**config.mk**
```make
export PLATFORM = sky130hd
export DESIGN_NAME = spi_byte_master_flat
export DESIGN_NICKNAME = d
export VERILOG_FILES = /design/src/rtl/spi_byte_master_if.sv /design/src/rtl/spi_byte_master.sv /design/src/flat_wrapper.sv
export SDC_FILE = /design/constraint.sdc
export NUM_CORES = 1
export LEC_CHECK = 0
export ABC_AREA = 1
export CORE_ASPECT_RATIO = 1.75
export CORE_MARGIN = 2
export CORE_UTILIZATION = 30
export CTS_CLUSTER_DIAMETER = 50
export DETAILED_ROUTE_END_ITERATION = 8
export MAX_ROUTING_LAYER = met4
export SLEW_MARGIN = 10
export SYNTH_ARGS = -nofsm -noshare
export SYNTH_HDL_FRONTEND = slang
export SYNTH_SLANG_ARGS = --single-unit
```
**constraint.sdc**
```tcl
create_clock -name clk -period 2 [get_ports clk]
set_input_delay 0.4 -clock clk [delete_from_list [all_inputs] [get_ports clk]]
set_output_delay 0.4 -clock clk [all_outputs]
set_load 0.05 [all_outputs]
```
**src/rtl/spi_byte_master_if.sv**
```systemverilog
// rtl/spi_byte_master_if.sv - command/response bundle between the APB-to-SPI bridge and the SPI byte engine
interface spi_byte_master_if;
    logic       cmd_valid;
    logic       cmd_ready;
    logic       cmd_write;
    logic [7:0] cmd_addr;
    logic [7:0] cmd_data;
    logic       rsp_valid;
    logic [7:0] rsp_data;

    modport master (
        output cmd_valid, cmd_write, cmd_addr, cmd_data,
        input  cmd_ready, rsp_valid, rsp_data
    );

    modport slave (
        input  cmd_valid, cmd_write, cmd_addr, cmd_data,
        output cmd_ready, rsp_valid, rsp_data
    );
endinterface

```
**src/rtl/spi_byte_master.sv**
```systemverilog
// rtl/spi_byte_master.sv - shared mode-0 SPI byte master, 24-bit opcode/addr/data frames on three address-decoded selects
// Optional: SPI_BYTE_MASTER_MISO_SYNC_EN adds a two-flop miso synchronizer.
module spi_byte_master #(
    parameter int unsigned CLK_DIV = 4,
    parameter int unsigned S1_MAX  = 90,
    parameter int unsigned S2_MAX  = 170
) (
    input  logic             clk,
    input  logic             reset,
    spi_byte_master_if.slave bus,
    output logic             sclk,
    output logic             mosi,
    input  logic             miso,
    output logic [2:0]       cs_n
);
    typedef enum logic [2:0] {IDLE, SETUP, SHIFT, HOLD, DONE} state_t;

    localparam logic [7:0] DIV_LAST = 8'(CLK_DIV - 1);

    state_t      state_q;
    logic [7:0]  div_q;
    logic [4:0]  bit_q;
    logic        last_q;
    logic [22:0] tx_q;
    logic [7:0]  rx_q;
    logic        cmd_ready_q;
    logic        rsp_valid_q;
    logic [7:0]  rsp_data_q;
    logic        sclk_q;
    logic        mosi_q;
    logic [2:0]  cs_n_q;

    logic [2:0]  sel_d;
    logic [23:0] frame_d;
    logic        div_end;
    logic        rise;

    always_comb begin
        sel_d = 3'b011;
        if (bus.cmd_addr <= 8'(S1_MAX)) begin
            sel_d = 3'b110;
        end else if (bus.cmd_addr <= 8'(S2_MAX)) begin
            sel_d = 3'b101;
        end
        frame_d = {7'b0000001, ~bus.cmd_write, bus.cmd_addr,
                   bus.cmd_write ? bus.cmd_data : 8'h00};
    end

    assign div_end = (div_q == DIV_LAST);
    // Clock edge on which sclk is driven high; this is the miso sample point.
    assign rise    = div_end && ((state_q == SETUP) ||
                                 (state_q == SHIFT && !sclk_q && !last_q));

    always_ff @(posedge clk or posedge reset) begin
        if (reset) begin
            state_q     <= IDLE;
            div_q       <= 8'd0;
            bit_q       <= 5'd0;
            last_q      <= 1'b0;
            tx_q        <= 23'd0;
            cmd_ready_q <= 1'b0;
            rsp_valid_q <= 1'b0;
            rsp_data_q  <= 8'h00;
            sclk_q      <= 1'b0;
            mosi_q      <= 1'b0;
            cs_n_q      <= 3'b111;
        end else begin
            rsp_valid_q <= 1'b0;
            case (state_q)
                IDLE: begin
                    cmd_ready_q <= 1'b1;
                    if (bus.cmd_valid && cmd_ready_q) begin
                        cmd_ready_q <= 1'b0;
                        state_q     <= SETUP;
                        div_q       <= 8'd0;
                        bit_q       <= 5'd0;
                        last_q      <= 1'b0;
                        cs_n_q      <= sel_d;
                        mosi_q      <= frame_d[23];
                        tx_q        <= frame_d[22:0];
                    end
                end
                SETUP: begin
                    if (div_end) begin
                        div_q   <= 8'd0;
                        sclk_q  <= 1'b1;
                        state_q <= SHIFT;
                    end else begin
                        div_q <= div_q + 8'd1;
                    end
                end
                SHIFT: begin
                    if (div_end) begin
                        div_q <= 8'd0;
                        if (sclk_q) begin
                            sclk_q <= 1'b0;
                            if (bit_q == 5'd23) begin
                                last_q <= 1'b1;
                            end else begin
                                bit_q  <= bit_q + 5'd1;
                                mosi_q <= tx_q[22];
                                tx_q   <= {tx_q[21:0], 1'b0};
                            end
                        end else if (last_q) begin
                            state_q <= HOLD;
                        end else begin
                            sclk_q <= 1'b1;
                        end
                    end else begin
                        div_q <= div_q + 8'd1;
                    end
                end
                HOLD: begin
                    if (div_end) begin
                        div_q       <= 8'd0;
                        state_q     <= DONE;
                        cs_n_q      <= 3'b111;
                        mosi_q      <= 1'b0;
                        rsp_valid_q <= 1'b1;
                        rsp_data_q  <= rx_q;
                    end else begin
                        div_q <= div_q + 8'd1;
                    end
                end
                DONE: begin
                    state_q     <= IDLE;
                    cmd_ready_q <= 1'b1;
                end
                default: state_q <= IDLE;
            endcase
        end
    end

`ifdef SPI_BYTE_MASTER_MISO_SYNC_EN
    logic [1:0] miso_sync_q;
    logic [1:0] samp_q;

    // The strobe is delayed alongside the data so each sample still matches its sclk rise.
    always_ff @(posedge clk or posedge reset) begin
        if (reset) begin
            miso_sync_q <= 2'b00;
            samp_q      <= 2'b00;
            rx_q        <= 8'h00;
        end else begin
            miso_sync_q <= {miso_sync_q[0], miso};
            samp_q      <= {samp_q[0], rise};
            if (samp_q[1]) begin
                rx_q <= {rx_q[6:0], miso_sync_q[1]};
            end
        end
    end
`else
    always_ff @(posedge clk or posedge reset) begin
        if (reset) begin
            rx_q <= 8'h00;
        end else if (rise) begin
            rx_q <= {rx_q[6:0], miso};
        end
    end
`endif

    assign bus.cmd_ready = cmd_ready_q;
    assign bus.rsp_valid = rsp_valid_q;
    assign bus.rsp_data  = rsp_data_q;
    assign sclk          = sclk_q;
    assign mosi          = mosi_q;
    assign cs_n          = cs_n_q;
endmodule

```
**src/flat_wrapper.sv**
```systemverilog
// flat-port wrapper written by rule: the top's interface ports become plain ports
module spi_byte_master_flat 
#(
    parameter int unsigned CLK_DIV = 4,
    parameter int unsigned S1_MAX  = 90,
    parameter int unsigned S2_MAX  = 170
)
  (clk, reset, sclk, mosi, miso, cs_n, bus_cmd_valid, bus_cmd_write, bus_cmd_addr, bus_cmd_data, bus_cmd_ready, bus_rsp_valid, bus_rsp_data);
  spi_byte_master_if bus_i ();
  input  logic clk;
  input  logic reset;
  output logic sclk;
  output logic mosi;
  input  logic miso;
  output logic [2:0] cs_n;
  input wire logic [$bits(bus_i.cmd_valid)-1:0] bus_cmd_valid;
  input wire logic [$bits(bus_i.cmd_write)-1:0] bus_cmd_write;
  input wire logic [$bits(bus_i.cmd_addr)-1:0] bus_cmd_addr;
  input wire logic [$bits(bus_i.cmd_data)-1:0] bus_cmd_data;
  output wire logic [$bits(bus_i.cmd_ready)-1:0] bus_cmd_ready;
  output wire logic [$bits(bus_i.rsp_valid)-1:0] bus_rsp_valid;
  output wire logic [$bits(bus_i.rsp_data)-1:0] bus_rsp_data;
  assign bus_i.cmd_valid = bus_cmd_valid;
  assign bus_i.cmd_write = bus_cmd_write;
  assign bus_i.cmd_addr = bus_cmd_addr;
  assign bus_i.cmd_data = bus_cmd_data;
  assign bus_cmd_ready = bus_i.cmd_ready;
  assign bus_rsp_valid = bus_i.rsp_valid;
  assign bus_rsp_data = bus_i.rsp_data;
  spi_byte_master #(.CLK_DIV(CLK_DIV), .S1_MAX(S1_MAX), .S2_MAX(S2_MAX)) u_core (.clk(clk), .reset(reset), .bus(bus_i), .sclk(sclk), .mosi(mosi), .miso(miso), .cs_n(cs_n));
endmodule
```
==> reports/results.txt, run 1 <==
The estimated wirelength of the detail-placed design is 4980 um, and the required time of the critical path is 1.60 ns. The worst hold path belongs to the class input pin to async pin. Summed over all cells, the static leakage comes to 1.93 nW. The insertion delay to the later sink of the worst-skew pair is 0.33 ns.

Setup repair after global routing left no endpoint under its margin. The mean routed wirelength per cell came out at 12.0 um. For the deepest clock path buffer count, the log shows 2. The y dimension of the die was 141 um; the sequential area share after synthesis was 0.489.

The initial antenna violation count came out at 0. Clock-pin slew was measured on the worst setup and hold paths at 0.05 ns. For the final database, setup skew stands at 0.00559 ns.

The routed via count is 2,678. In this run, synthesis produced a sequential element count of 63. The logs give 3.02 mW for the post-layout total power and 0.137 for the total track usage. Entering global routing, the biggest net connects 45 pins. For the finished layout, the period the worst path requires is 1.92 ns. The logs give 0 ns for the final setup TNS and 0 for the final hold violation count. The standard-cell row count was 50. TritonCTS built the clock tree.

The reg-to-reg setup timing slack is 0.26 ns. In this run, synthesis inferred 0 flip-flops with an integrated enable. The run gives 0.217 as the met2 capacity usage during global routing.

The worst register-to-register path has a depth of 9. Routability-driven placement finished with a final weighted congestion of 0.874. At the worst endpoint, the arrival time is 1.52 ns.

For this run, the leading register cell type out of synthesis is sky130_fd_sc_hd__dfrtp_1. The final number of max-transition violations is 0, and the maximum single-stage delay on the critical path is 0.82 ns. The worst supply voltage drop on vdd is 435 uV.

The core box area was 10,600 sq um. In this run the cell area of the synthesized design comes to 3230 sq um. The port buffer count was 35; the post-layout net count was 463. Buffers inserted during clock tree synthesis total 9. The final critical-path share of the clock period works out to 0.962.

The slowest stage of the critical path is the sky130_fd_sc_hd__clkdlybuf4s50_1 cell. Counting every net in the synthesized netlist gives 426. The tree built by TritonCTS fans out to 63 sinks. The headroom to the max-slew limit was 0.665. Post-route cell area: 4020 sq um.

The area growth from synthesis to layout is 24.6%. Share of post-route cells with drive strength above 1: 0.137. The total grt overflow is 0. In this run the most used layer during global routing was met2. After detailed routing, the number of vias per cell comes to 4.66. In this run the horizontal extent of the chip is 82.4 um. The launch instance of the worst register-to-register path was u_core.div_q[0].

The starting density of the core came out at 0.306. In the synthesized netlist, the number of instances is 403. The logs give 0 for the number of endpoints failing setup at the final stage and 0.157 for the met1 usage. The Yosys step of the flow raised 0 warnings. The cell at the root of the clock tree is sky130_fd_sc_hd__clkbuf_16. Once the clock tree was built, the resizer swapped 0 gates to a different size. DRC violation total after the first TritonRoute iteration: 163.

The depth of the CTS H-tree is 3, and the via count of the first global-routing pass is 2,580. Cell type group with the largest total delay on the critical path: buffers and inverters. In this run the worst path has a maximum fanout of 2. The signal on the critical path passes through clkdlybuf4s50_1.

During I/O placement, the number of pins put on the boundary was 36. After detailed placement, the total cell area comes to 3710 sq um. Synthesis instantiated 34 different standard cells from the library.

The tools report the startpoint kind of the worst setup timing path as a register. The endpoint class of the critical path was an output port. At the pin with the least slew margin, the transition time is 0.501 ns. The first TritonRoute pass finished after 4 iterations. The synthesized area per cell works out to 8.02 sq um.

The number of antenna diodes in the final layout is 0. The async set or reset register ratio after synthesis came out at 1.00. The detail route stage leaves a number of antenna-violating nets equal to 0. Derived from the worst setup path, the maximum achievable clock frequency is 0.520 GHz. The wire length of the first global-routing pass is 11,900 um. Number of DRC violations after detailed routing: 0. The critical path buffer and inverter count works out to 1. The critical path is of the register to output port type. For the number of buffers inserted to repair setup after CTS, the log shows 0. The run finished with clean final reports. The total power density per cell area is 751 nW/um^2.

Max-cap violations in this run came to 0. The endpoint of the most critical register-to-register path is u_core.tx_q[22]. Wires add up to 6910 um.

The die covers 11,600 sq um. For this design, the CTS-stage hold fixing added 0 buffers. The met3 track demand over resource in global routing was 0.0331.
[worst max-delay path by stage]
stage / from / end / slack (ns) / cells past startpoint
global route: u_core.mosi / mosi / 0.03 / 1
floorplan: reset / u_core.bit_q[0] / 0.04 / 1
CTS: u_core.mosi / mosi / 0.05 / 1
finish: u_core.mosi / mosi / 0.08 / 1
detailed placement: bus_cmd_valid / u_core.tx_q[22] / 0.13 / 9
global placement: bus_cmd_valid / u_core.tx_q[16] / 0.16 / 9
[layout by cell type, fill, tap and decap left out, drive strengths merged]
cell and instances:
nand2 152, dfrtp 60, o21ai 40, nand3 34
inv 33, nor2 33, clkdlybuf4s50 31, a21oi 10
buf 10, clkbuf 9, o21a 6, xor2 5
clkinv 4, dfstp 3, nand4 2, ha 2
bufinv 2, nand3b 1, o211ai 1, nor3 1
o22ai 1, a31oi 1, and2 1, or2 1
o31ai 1, clkinvlp 1
[power breakdown]
part	leakage [nW]	switching [mW]	internal (mW)	total, mW
registers	0.831	0.000245	1.28	1.28
logic	0.945	0.0594	0.0577	0.117
clock network	0.155	0.546	1.08	1.63
total	1.93	0.606	2.41	3.02
[layout make-up]
class,count,area [sq um]
clock buffer,9,225
clock inverter,7,87.6
fill,1076,6550
inverter,33,124
multi-input combinational,292,1420
sequential,63,1580
tap,130,163
timing repair buffer,41,423
[flip-flops by register name, indices dropped and copies added (netlist names)]
name / cells
u_core.mosi: 1
u_core.bit_q: 5
u_core.div_q: 8
u_core.rx_q: 8
u_core.state_q: 3
u_core.cs_n: 3
u_core.bus.cmd_ready: 1
u_core.bus.rsp_data: 8
u_core.sclk: 1
u_core.last_q: 1
u_core.bus.rsp_valid: 1
u_core.tx_q: 23
[cells in the mapped netlist, types with 3 or more instances]
library cell	n	share of area
sky130_fd_sc_hd__buf_2	6	0.0093
sky130_fd_sc_hd__o21ai_2	15	0.041
sky130_fd_sc_hd__buf_4	3	0.0070
sky130_fd_sc_hd__buf_6	4	0.014
sky130_fd_sc_hd__o21ai_1	8	0.012
sky130_fd_sc_hd__o21ai_0	17	0.026
sky130_fd_sc_hd__nand2_1	146	0.17
sky130_fd_sc_hd__dfrtp_1	60	0.46
sky130_fd_sc_hd__nand2_2	4	0.0077
sky130_fd_sc_hd__nor2_1	30	0.035
sky130_fd_sc_hd__inv_1	31	0.036
sky130_fd_sc_hd__o21a_1	6	0.014
sky130_fd_sc_hd__nand3_1	33	0.051
sky130_fd_sc_hd__nor2_4	3	0.010
sky130_fd_sc_hd__dfstp_2	3	0.024
sky130_fd_sc_hd__xor2_1	5	0.014
sky130_fd_sc_hd__a21oi_1	7	0.011
[per-stage QoR]
stage / hold WS, ns / cells / util / worst slack, ns
global route: 0.379 / 575 / 0.381 / 0.0308
CTS: 0.364 / 575 / 0.381 / 0.0537
floorplan: 0.442 / 403 / - / 0.0352
detailed placement: 0.461 / 559 / 0.351 / 0.130
global placement: 0.458 / 559 / 0.351 / 0.161
finish: 0.362 / 575 / 0.381 / 0.0756
[cells by family (layout without fill, tap and decap cells)]
logic type,count (synthesis),in the layout,synth area share
AOI/OAI and AO/OA,60,60,0.123
DFF,63,63,0.489
xor gates and xnor gates,5,5,0.0136
adders and majority gates,2,2,0.00774
buffers and inverters,48,90,0.0709
and+or+nand+nor,225,225,0.296
[routing by layer]
layer / share of wire / vias to the layer above
li1: - / 1354
met1: 0.42 / 1271
met2: 0.52 / 35
met3: 0.027 / 18
met4: 0.033 / 0
met5: 0 / -
Power figures use the tool's default switching activity.
==> run 2, diff against run 1 <==
- ABC_AREA: 1 -> not set
==> reports/results.txt, run 2 <==
The tools report the total track usage as 0.140. For this run, the post-layout net count is 371. For the required time of the critical path, the log shows 2.21 ns.

The number of DRC violations after detailed routing was 0; the filler cell count was 981. The floorplan step set the die width to 80.2 um. By area the synthesized netlist is led by sky130_fd_sc_hd__dfrtp_1 49%, sky130_fd_sc_hd__mux2_2 6.3%, sky130_fd_sc_hd__nand3_1 5.4%.

The run gives 477 as the non-filler instance count after layout. Relative to the synthesized area, the layout overhead comes to 31.9%. Clock-pin slew was measured on the worst setup and hold paths at 0.05 ns.

For the starting density of the core, the log shows 0.308. The run gives 287 as the synthesized netlist cell count. The worst hold path belongs to the class input pin to async pin. The total overflow left after global routing is 0. The headroom to the max-slew limit was 0.666; the count of boundary I/O pins was 36. Setup repair after global routing left no endpoint under its margin.

The y dimension of the die was 137 um. Entering global routing, the biggest net connects 24 pins. The run finished with clean final reports. The register containing the most flip-flops in the final layout is u_core.tx_q. The logs give 2 for the deepest clock path buffer count and 2.78 mW for the post-layout total power. STA puts the critical path data arrival time at 2.14 ns. The area share of the largest cell type after synthesis was 0.492.

After synthesis the netlist holds a flip-flop and latch count of 63. Input and output buffers added on the ports amount to 35. The vias per cell is 5.01, and the async set or reset register ratio after synthesis is 1.00. The final antenna diode count is 0, and the count of placed standard cells including taps is 459. The prevailing post-synth register cell is sky130_fd_sc_hd__dfrtp_1. In this run the worst path has a maximum fanout of 6.

Synthesis produced a netlist with a net count of 310. Power spread over the standard cell area amounts to 691 nW/um^2. Yosys printed 0 warnings. Number of synthesized flops with an enable pin: 0. The number of buffers added by the clock tree synthesis step is 9, and the TritonCTS sink count is 63. The fmax is 0.517 GHz, and the depth of the CTS H-tree is 3.

The run gives 11,000 sq um as the area enclosed by the die boundary. The tools report the launch instance of the worst register-to-register path as u_core.div_q[1]. Cell at the root of the clock tree: sky130_fd_sc_hd__clkbuf_16.

Across all register-to-register paths, the minimum setup slack is 0.07 ns. Mean routed wirelength per cell: 14.7 um. The tools report the post-detailed-routing wire length as 7020 um. The critical path buffer and inverter count came out at 0. Averaged over all synthesized cells, the footprint is 10.6 sq um. VDD sags by at most 433 uV. The count of nets left with antenna violations after detail routing was 0. The worst setup path is launched from a register. The final hold violation count came out at 0.

The floorplan has 48 rows. The first routing iteration left 158 violations. TritonCTS built the clock tree. The pre-antenna-repair detailed-routing pass consisted of 4 iterations. The most common cell in the synthesized netlist is sky130_fd_sc_hd__dfrtp_1. The largest total area in the synthesized netlist belongs to sky130_fd_sc_hd__dfrtp_1.

The worst register-to-register path ends at u_core.bus.rsp_data[1]. At the end of routability-driven placement, the weighted congestion stood at 0.825. The most frequent standard cell in the layout excluding fill and tap cells was sky130_fd_sc_hd__dfrtp_1.

Sorting the synthesized cells by how often they occur yields 60 x sky130_fd_sc_hd__dfrtp_1, 33 x sky130_fd_sc_hd__nand3_1, 30 x sky130_fd_sc_hd__nand2_1. The final number of max-transition violations is 0, and the measured slew at the worst slew-check pin is 0.500 ns. On the final layout, the worst hold slack is 0.377 ns.

The classification of the worst setup path is register to register. On the critical path the largest part of the delay comes from simple AND/OR/NAND/NOR gates. The share of post-route cells with drive strength above 1 came out at 0.256. The final critical-path share of the clock period is 0.967, and the final setup TNS is 0 ns. The core region is 9910 sq um. The flip-flop count of the largest register, all copies and words added works out to 23. The worst register-to-register path has a depth of 4. The final clock skew was 0.00320 ns; the total leakage power was 1.89 nW. Initial antenna violation count: 0.

The clock period could shrink to 1.93 ns. The via count of the first global-routing pass is 2,447, and the routed via count is 2,391. At the later pin of the worst-skew pair, clock insertion delay measures 0.33 ns. Traced cell by cell, the critical path runs through ha_1 > or4b_4 > or3_4 > mux2_4. The worst setup path is captured at a register. Among all stages on the critical path, the largest delay is contributed by sky130_fd_sc_hd__or4b_4.

The maximum single-stage delay on the critical path was 0.49 ns. In the layout the commonest cells are 59 x sky130_fd_sc_hd__dfrtp_1, 36 x sky130_fd_sc_hd__buf_4, 33 x sky130_fd_sc_hd__nand3_1, 30 x sky130_fd_sc_hd__nand2_1, 29 x sky130_fd_sc_hd__clkdlybuf4s50_1. The sequential area share after synthesis came out at 0.518. The distinct cell type count after synthesis is 52, and the number of endpoints failing setup at the final stage is 0.

The estimated wirelength of the detail-placed design is 5120 um. Wire length of the first global-routing pass: 11,400 um. Summing every instance area after synthesis gives 3050 sq um. Across the run, the number of max-cap violations was 0.
==> run 2: cell count changes after synthesis, sizes merged, moves of 5 or more <==
cell,previous run,this run
inv,33,6
nor2,33,16
mux2i,0,7
xnor2,0,6
o21ai,40,21
nor3b,0,5
nand2,152,30
buf,14,7
clkbuf,1,11
mux2,0,24
==> run 2: area by class of cell <==
type	count	area, sq um	area share
multi-input cells	201	1400	0.349
flip-flops and latches	63	1580	0.393
well taps	125	156	0.0389
clock inverters	1	5.00	0.00124
repair buffers	67	601	0.149
inverters	6	22.5	0.00560
clock buffers	14	254	0.0631
==> run 2: power breakdown <==
part / total [mW] / switching (mW) / internal [mW]
logic: 0.109 / 0.0511 / 0.0582
clock network: 1.37 / 0.508 / 0.863
registers: 1.30 / 0.00926 / 1.29
total: 2.78 / 0.568 / 2.21
==> run 2: worst max path at each step <==
stage	slack (ns)	cells past startpoint	start	endpoint
after floorplan	-0.04	5	u_core.bus.cmd_ready	u_core.tx_q[16]
after global placement	-0.17	6	bus_cmd_valid	u_core.tx_q[5]
after detailed placement	-0.20	6	bus_cmd_valid	u_core.tx_q[18]
after CTS	0.01	5	u_core.state_q[1]	u_core.tx_q[15]
after global routing	0.01	5	u_core.state_q[2]	u_core.tx_q[15]
final	0.07	4	u_core.div_q[1]	u_core.bus.rsp_data[1]
==> run 2: what timing repair did <==
item,CTS,global route
cloned,0,1
gates resized for setup,3,6
hold buffers,0,0
setup endpoints to repair,22,38
pin swaps,0,1
buffers inserted,0,2
endpoints found under the hold margin,0,0
==> run 2: cell families (layout without fill, tap and decap cells) <==
logic type,count (synthesis),count (layout),share of synthesized area
flip-flops,63,63,0.518
multiplexers,31,31,0.120
buffers and inverters,24,88,0.0377
AND/OR/NAND/NOR,110,111,0.194
adder cells (fa/ha/maj),2,2,0.00820
XOR/XNOR,7,7,0.0201
AO/OA/AOI/OAI,50,50,0.102
==> run 2: metrics by stage <==
step / utilization / worst slack [ns] / cell area [sq um]
3_3_place_gp: 0.374 / -0.172 / 3700
2_1_floorplan: - / -0.0397 / 3050
4_1_cts: 0.401 / 0.0100 / 3980
6_report: 0.406 / 0.0656 / 4020
3_5_place_dp: 0.374 / -0.198 / 3700
5_1_grt: 0.406 / 0.0110 / 4020
==> run 2: routing by layer <==
| metal | part of all wire | routed length, um | vias to the layer above | track usage |
|---|---|---|---|---|
| met2 | 0.54 | 3770 | 32 | 0.239 |
| met5 | 0 | 0 | - | - |
| met4 | 0.027 | 192 | 0 | 0.0791 |
| met1 | 0.41 | 2890 | 1190 | 0.147 |
| li1 | - | - | 1155 | - |
| met3 | 0.023 | 159 | 14 | 0.0301 |
==> patch 1, RTL diff (config.mk and constraints of run 2) <==
Add a define of `SPI_BYTE_MASTER_MISO_SYNC_EN`.
--- a/src/rtl/spi_byte_master.sv
+++ b/src/rtl/spi_byte_master.sv
@@ -1,5 +1,7 @@
 // rtl/spi_byte_master.sv - shared mode-0 SPI byte master, 24-bit opcode/addr/data frames on three address-decoded selects
 // Optional: SPI_BYTE_MASTER_MISO_SYNC_EN adds a two-flop miso synchronizer.
+`define SPI_BYTE_MASTER_MISO_SYNC_EN
+
 module spi_byte_master #(
     parameter int unsigned CLK_DIV = 4,
     parameter int unsigned S1_MAX  = 90,
Function: no difference found for any inputs over 10 cycles, from zero or initial values and one cycle with reset high; that may be too few to reach the edited logic, so the function may still have changed.
==> patch 1 against run 2 <==
  * Via count rose by 6.3%
  * Combinational power decreased by 4%
  * Clock skew grew 0.0011 ns
  * Total power rose by 9.8%
  * Setup slack worse by 0.061 ns
  * Area after synthesis is 5.1% higher
  * Wire length rose by 6.5%
  * Sequential cell count grew 4
  * Cell area grew 6.6%
  * Sequential share of layout area decreased by 0.12 points
  * Maximum frequency down 3.1%
  * Cell count is 7.1% higher
==> patch 1: results (changes against run 2) <==
worst_setup_path:
  worstPathArrival_ns: 2.26  # +0.12 ns
  worst_setup_slack_for_register_to_register_paths_ns: 0.004  # -0.06 ns
  r2r_cells: 6  # +2
pwr:
  p_leak_nw: 1.90  # +0.43%
  ir_worst_vdd_mv: 0.401  # -7.5%
  sw_frac_of_total_pct: 20.0  # -0.44 points
layout:
  share_of_final_layout_standard_cells_stronger_than_drive_strength_1_pct: 27.6  # +2.0 points
  design.final.nets: 399  # +7.5%
global_route:
  first_global_vias: 2643  # +8.0%
  global_route.usage.total_pct: 14.4  # +0.43 points
  pin_count_of_the_biggest_net_entering_global_routing: 56  # +130%
  grt_first_pass_wirelength_mm: 12.4  # +8.3%
sta:
  relSlewSlack_pct: 65.4  # -1.2 points
  clock_skew_ns: 0.00434  # +0.00113 ns
place:
  post_dp_cell_area_sq_um: 3930  # +6.0%
routing:
  routed_via_density: 4.97  # -0.80%
  wl_mm: 7.48  # +6.5%
synthesis:
  synth.yosys.seq_area_share_pct: 52.4  # +0.59 points
  synth-adder-area-share_pct: 0.780  # -0.040 points
  post_synthesis_compound_gate_area_fraction_pct: 10.9  # +0.67 points
  post_synth_main_area_contributors: "dfrtp_1 (50%), nand3_2 (5.6%), nand2_1 (5.5%)"
  post_synth_num_cell_types: 50  # -3.8%
  ys_top_cells_by_count: "dfrtp_1 (64), nand2_1 (47), nand3_2 (18)"
  synthesis.nets: 336  # +8.4%
hold_path:
  hold_path_class: "flop to flop"
run_status:
  status: "complete, no violations"
patch 1: changes by cell type after synthesis, moves of 8 or more:
cell	delta
mux2_2	-8
nand2_1	+17
nand3_1	-20
o21ai_1	+8
nand3_2	+18
patch 1: layer usage:
layer | wire length (um) | vias up | global-route usage, %
met5 | 0 | - | -
met3 | 235 | 10 | 3.07
met2 | 4130 | 42 | 24.9
met4 | 134 | 0 | 6.32
li1 | - | 1240 | -
met1 | 2970 | 1249 | 15.3
patch 1: worst max path at each step:
| stage | end | cells after the start |
|---|---|---|
| final | u_core.bit_q[4] | 6 |
| after global routing | u_core.bit_q[3] | 6 |
| after CTS | u_core.bit_q[4] | 6 |
| after detailed placement | u_core.bus.rsp_data[1] | 7 |
| after global placement | u_core.bit_q[3] | 7 |
| after floorplan | u_core.cs_n[0] | 8 |
patch 1: repair_timing:
action                     4_1_cts  5_1_grt
setup endpoints to repair       36       34
setup buffers                    1        1
pin swaps                        3        1
resized for setup                5        6
patch 1: power groups by stage:
| stage | Combinational, mW | Sequential [mW] | Clock, mW |
|---|---|---|---|
| 6_report | 0.105 | 1.36 | 1.59 |
| 5_1_grt | 0.119 | 1.36 | 1.71 |
| 4_1_cts | 0.109 | 1.36 | 1.64 |
| 3_5_place_dp | 0.108 | 1.38 | 0 |
| 3_3_place_gp | 0.106 | 1.38 | 0 |
| 2_1_floorplan | 0.0410 | 1.38 | 0 |
patch 1: cells by family after synthesis:
logic type	after synthesis
buffers and inverters	26
XOR/XNOR	6
flip-flops	67
AND/OR/NAND/NOR	135
adder cells (fa/ha/maj)	2
AO/OA/AOI/OAI	59
multiplexers	18
patch 1: per-stage QoR:
step | setup slack (ns) | hold WS, ns | cells
global route | -0.0670 | 0.365 | 511
global placement | -0.0473 | 0.336 | 493
CTS | -0.00694 | 0.349 | 510
floorplan | 0.000520 | 0.331 | 313
finish | 0.00445 | 0.347 | 511
detailed placement | -0.105 | 0.336 | 493
patch 1: critical path, cell delays in order (launching register included):
cell	delay, ns
dfrtp_1	0.36
ha_2	0.18
or4b_4	0.49
or4_4	0.44
buf_12	0.19
nor3_2	0.16
a21o_1	0.10
patch 1: layout make-up:
class | count | area [sq um]
repair buffers | 70 | 652
clock buffers | 11 | 253
clock inverters | 5 | 61.3
fillers | 1034 | 6290
flip-flops and latches | 67 | 1680
multi-input cells | 220 | 1440
well taps | 130 | 163
inverters | 8 | 36.3
==> patch 2, RTL diff (settings of run 2) <==
Made on the original files. Encoding of `state_t`: now one-hot (5 bits for 5 states).
--- a/src/rtl/spi_byte_master.sv
+++ b/src/rtl/spi_byte_master.sv
@@ -13,7 +13,7 @@
     input  logic             miso,
     output logic [2:0]       cs_n
 );
-    typedef enum logic [2:0] {IDLE, SETUP, SHIFT, HOLD, DONE} state_t;
+    typedef enum logic [4:0] {IDLE = 5'b00001, SETUP = 5'b00010, SHIFT = 5'b00100, HOLD = 5'b01000, DONE = 5'b10000} state_t;
 
     localparam logic [7:0] DIV_LAST = 8'(CLK_DIV - 1);
 
Behaviour: no difference found for any inputs over 10 cycles, from zero or initial values and one cycle with reset high; not proved beyond that.
==> patch 2 against run 2 <==
  * The run now ends with negative setup slack left
  * Setup slack worse by 0.24 ns
  * Non-clock buffer count rose by 24
  * Clock power up 23%
  * Total power increased by 11%
  * Sequential cell count is 2 higher
  * Via count is 1.6% higher
  * Wire length increased by 4.4%
  * Area after synthesis down 3.8%
  * Cell area grew 12%
  * Critical path type unchanged
  * Largest cell class unchanged
  * Largest power group unchanged
==> patch 2: results (changes against run 2) <==
run_status:
  status: "finished, violations left"
  violated_checks: "negative setup slack"
place:
  routabilityCongestion: 0.861  # +4.3%
  detailedPlace.worstSlack_ns: -0.194  # +0.00448 ns
  post_dp_cell_area_sq_um: 3840  # +3.7%
  placed_cells_incl_taps: 449  # -2.2%
global_route:
  gr-usage-met3_pct: 3.21  # +0.19 points
  grt_first_pass_wirelength_mm: 11.9  # +4.1%
  pin_count_of_the_biggest_net_entering_global_routing: 66  # +180%
  global_route.usage.total_pct: 15.0  # +1.1 points
  met1_usage_pct: 17.4  # +2.7 points
  use_met2_pct: 24.3  # +0.38 points
  overflow_left_after_global_routing: 0  # unchanged
synthesis:
  post_synthesis_compound_gate_area_fraction_pct: 17.5  # +7.3 points
  synth_xor_area_share_pct: 1.19  # -0.82 points
  synth_seq_cells: 65  # +3.2%
  post_synth_num_cell_types: 48  # -7.7%
  ys_top_cells_by_count: "dfrtp_1 (61), nor2_1 (29), mux2_2 (17), o21ai_0 (14), nand2_1 (12)"
  synthesis.instances: 259  # -9.8%
  synth.yosys.seq_area_share_pct: 55.6  # +3.8 points
  synthesis.nets: 282  # -9.0%
  post_synth_main_area_contributors: "dfrtp_1 (52%), mux2_2 (6.5%), nor2_1 (3.7%)"
  synth-adder-area-share_pct: 0.853  # +0.032 points
  yosys-mux-area-fraction_pct: 7.54  # -4.5 points
layout:
  fill_cells: 821  # -16%
  nonClockBufferCount: 91  # +36%
  layout.nonclk_buf_share_pct: 19.7  # +4.8 points
  clock_network_contribution_to_total_cell_area_pct: 7.05  # +0.61 points
  design_area_sq_um: 4520  # +12%
  share_of_final_layout_standard_cells_stronger_than_drive_strength_1_pct: 39.0  # +13 points
  multi_input_gates: 172  # -14%
  multi_input_area_sq_um: 1490  # +6.0%
  nClkBuffers: 10  # -4
  num-nonclk-inverters: 10  # +4
  design.final.nets: 372  # +0.27%
  final_cell_count_no_fill: 476  # -0.21%
  regArea_sq_um: 1630  # +3.2%
sta:
  timing.final.setup_violations: 49  # +49
  finalHoldWorstSlack_ns: 0.475  # +0.0978 ns
  relSlewSlack_pct: 65.8  # -0.78 points
  clock_skew_ns: 0.0112  # +0.00804 ns
  finalWorstSetupSlack_ns: -0.175  # -0.241 ns
  fin_tns_setup_ns: -3.47  # -3.47 ns
floorplanning:
  fp.dieArea_sq_um: 10600  # -3.6%
routing:
  drt_first_iter_violations: 136  # -14%
  route.detailed.wl_per_inst_um: 15.4  # +4.6%
worst_setup_path:
  worstPathArrival_ns: 2.43  # +0.29 ns
  critical_path.max_stage_delay_ns: 0.52  # +0.03 ns
pwr:
  p_per_area_nw_per_um2: 685  # -0.94%
  p_leak_nw: 2.01  # +6.2%
  seq_power_share_pct: 42.5  # -4.3 points
  ir_worst_vdd_mv: 0.393  # -9.4%
  power_in_the_clock_group_mw: 1.69  # +23%
  sw_frac_of_total_pct: 20.7  # +0.25 points
## patch 2: worst paths after layout
| kind | startpoint | endpoint |
|---|---|---|
| min in group clk | u_core.bit_q[4] | u_core.bit_q[4] |
| hold / removal | reset | u_core.div_q[4] |
| hold reg to reg | u_core.bit_q[4] | u_core.bit_q[4] |
| setup reg to reg | u_core.state_q[0] | u_core.div_q[7] |
| max in group asynchronous | reset | u_core.cs_n[1] |
| setup / recovery | u_core.state_q[0] | u_core.div_q[7] |
## patch 2: repair_timing
action | in CTS | in global routing
cloned | 2 | 1
endpoints found under the setup margin | 53 | 57
pin swaps | 0 | 27
gates resized for setup | 25 | 41
buffers inserted | 3 | 5
endpoints found under the hold margin | 0 | 0
## patch 2: layer usage
| metal | up-vias | wire length (um) |
|---|---|---|
| met1 | 1234 | 3110 |
| met4 | 0 | 205 |
| li1 | 1153 | - |
| met5 | - | 0 |
| met3 | 11 | 170 |
| met2 | 32 | 3840 |
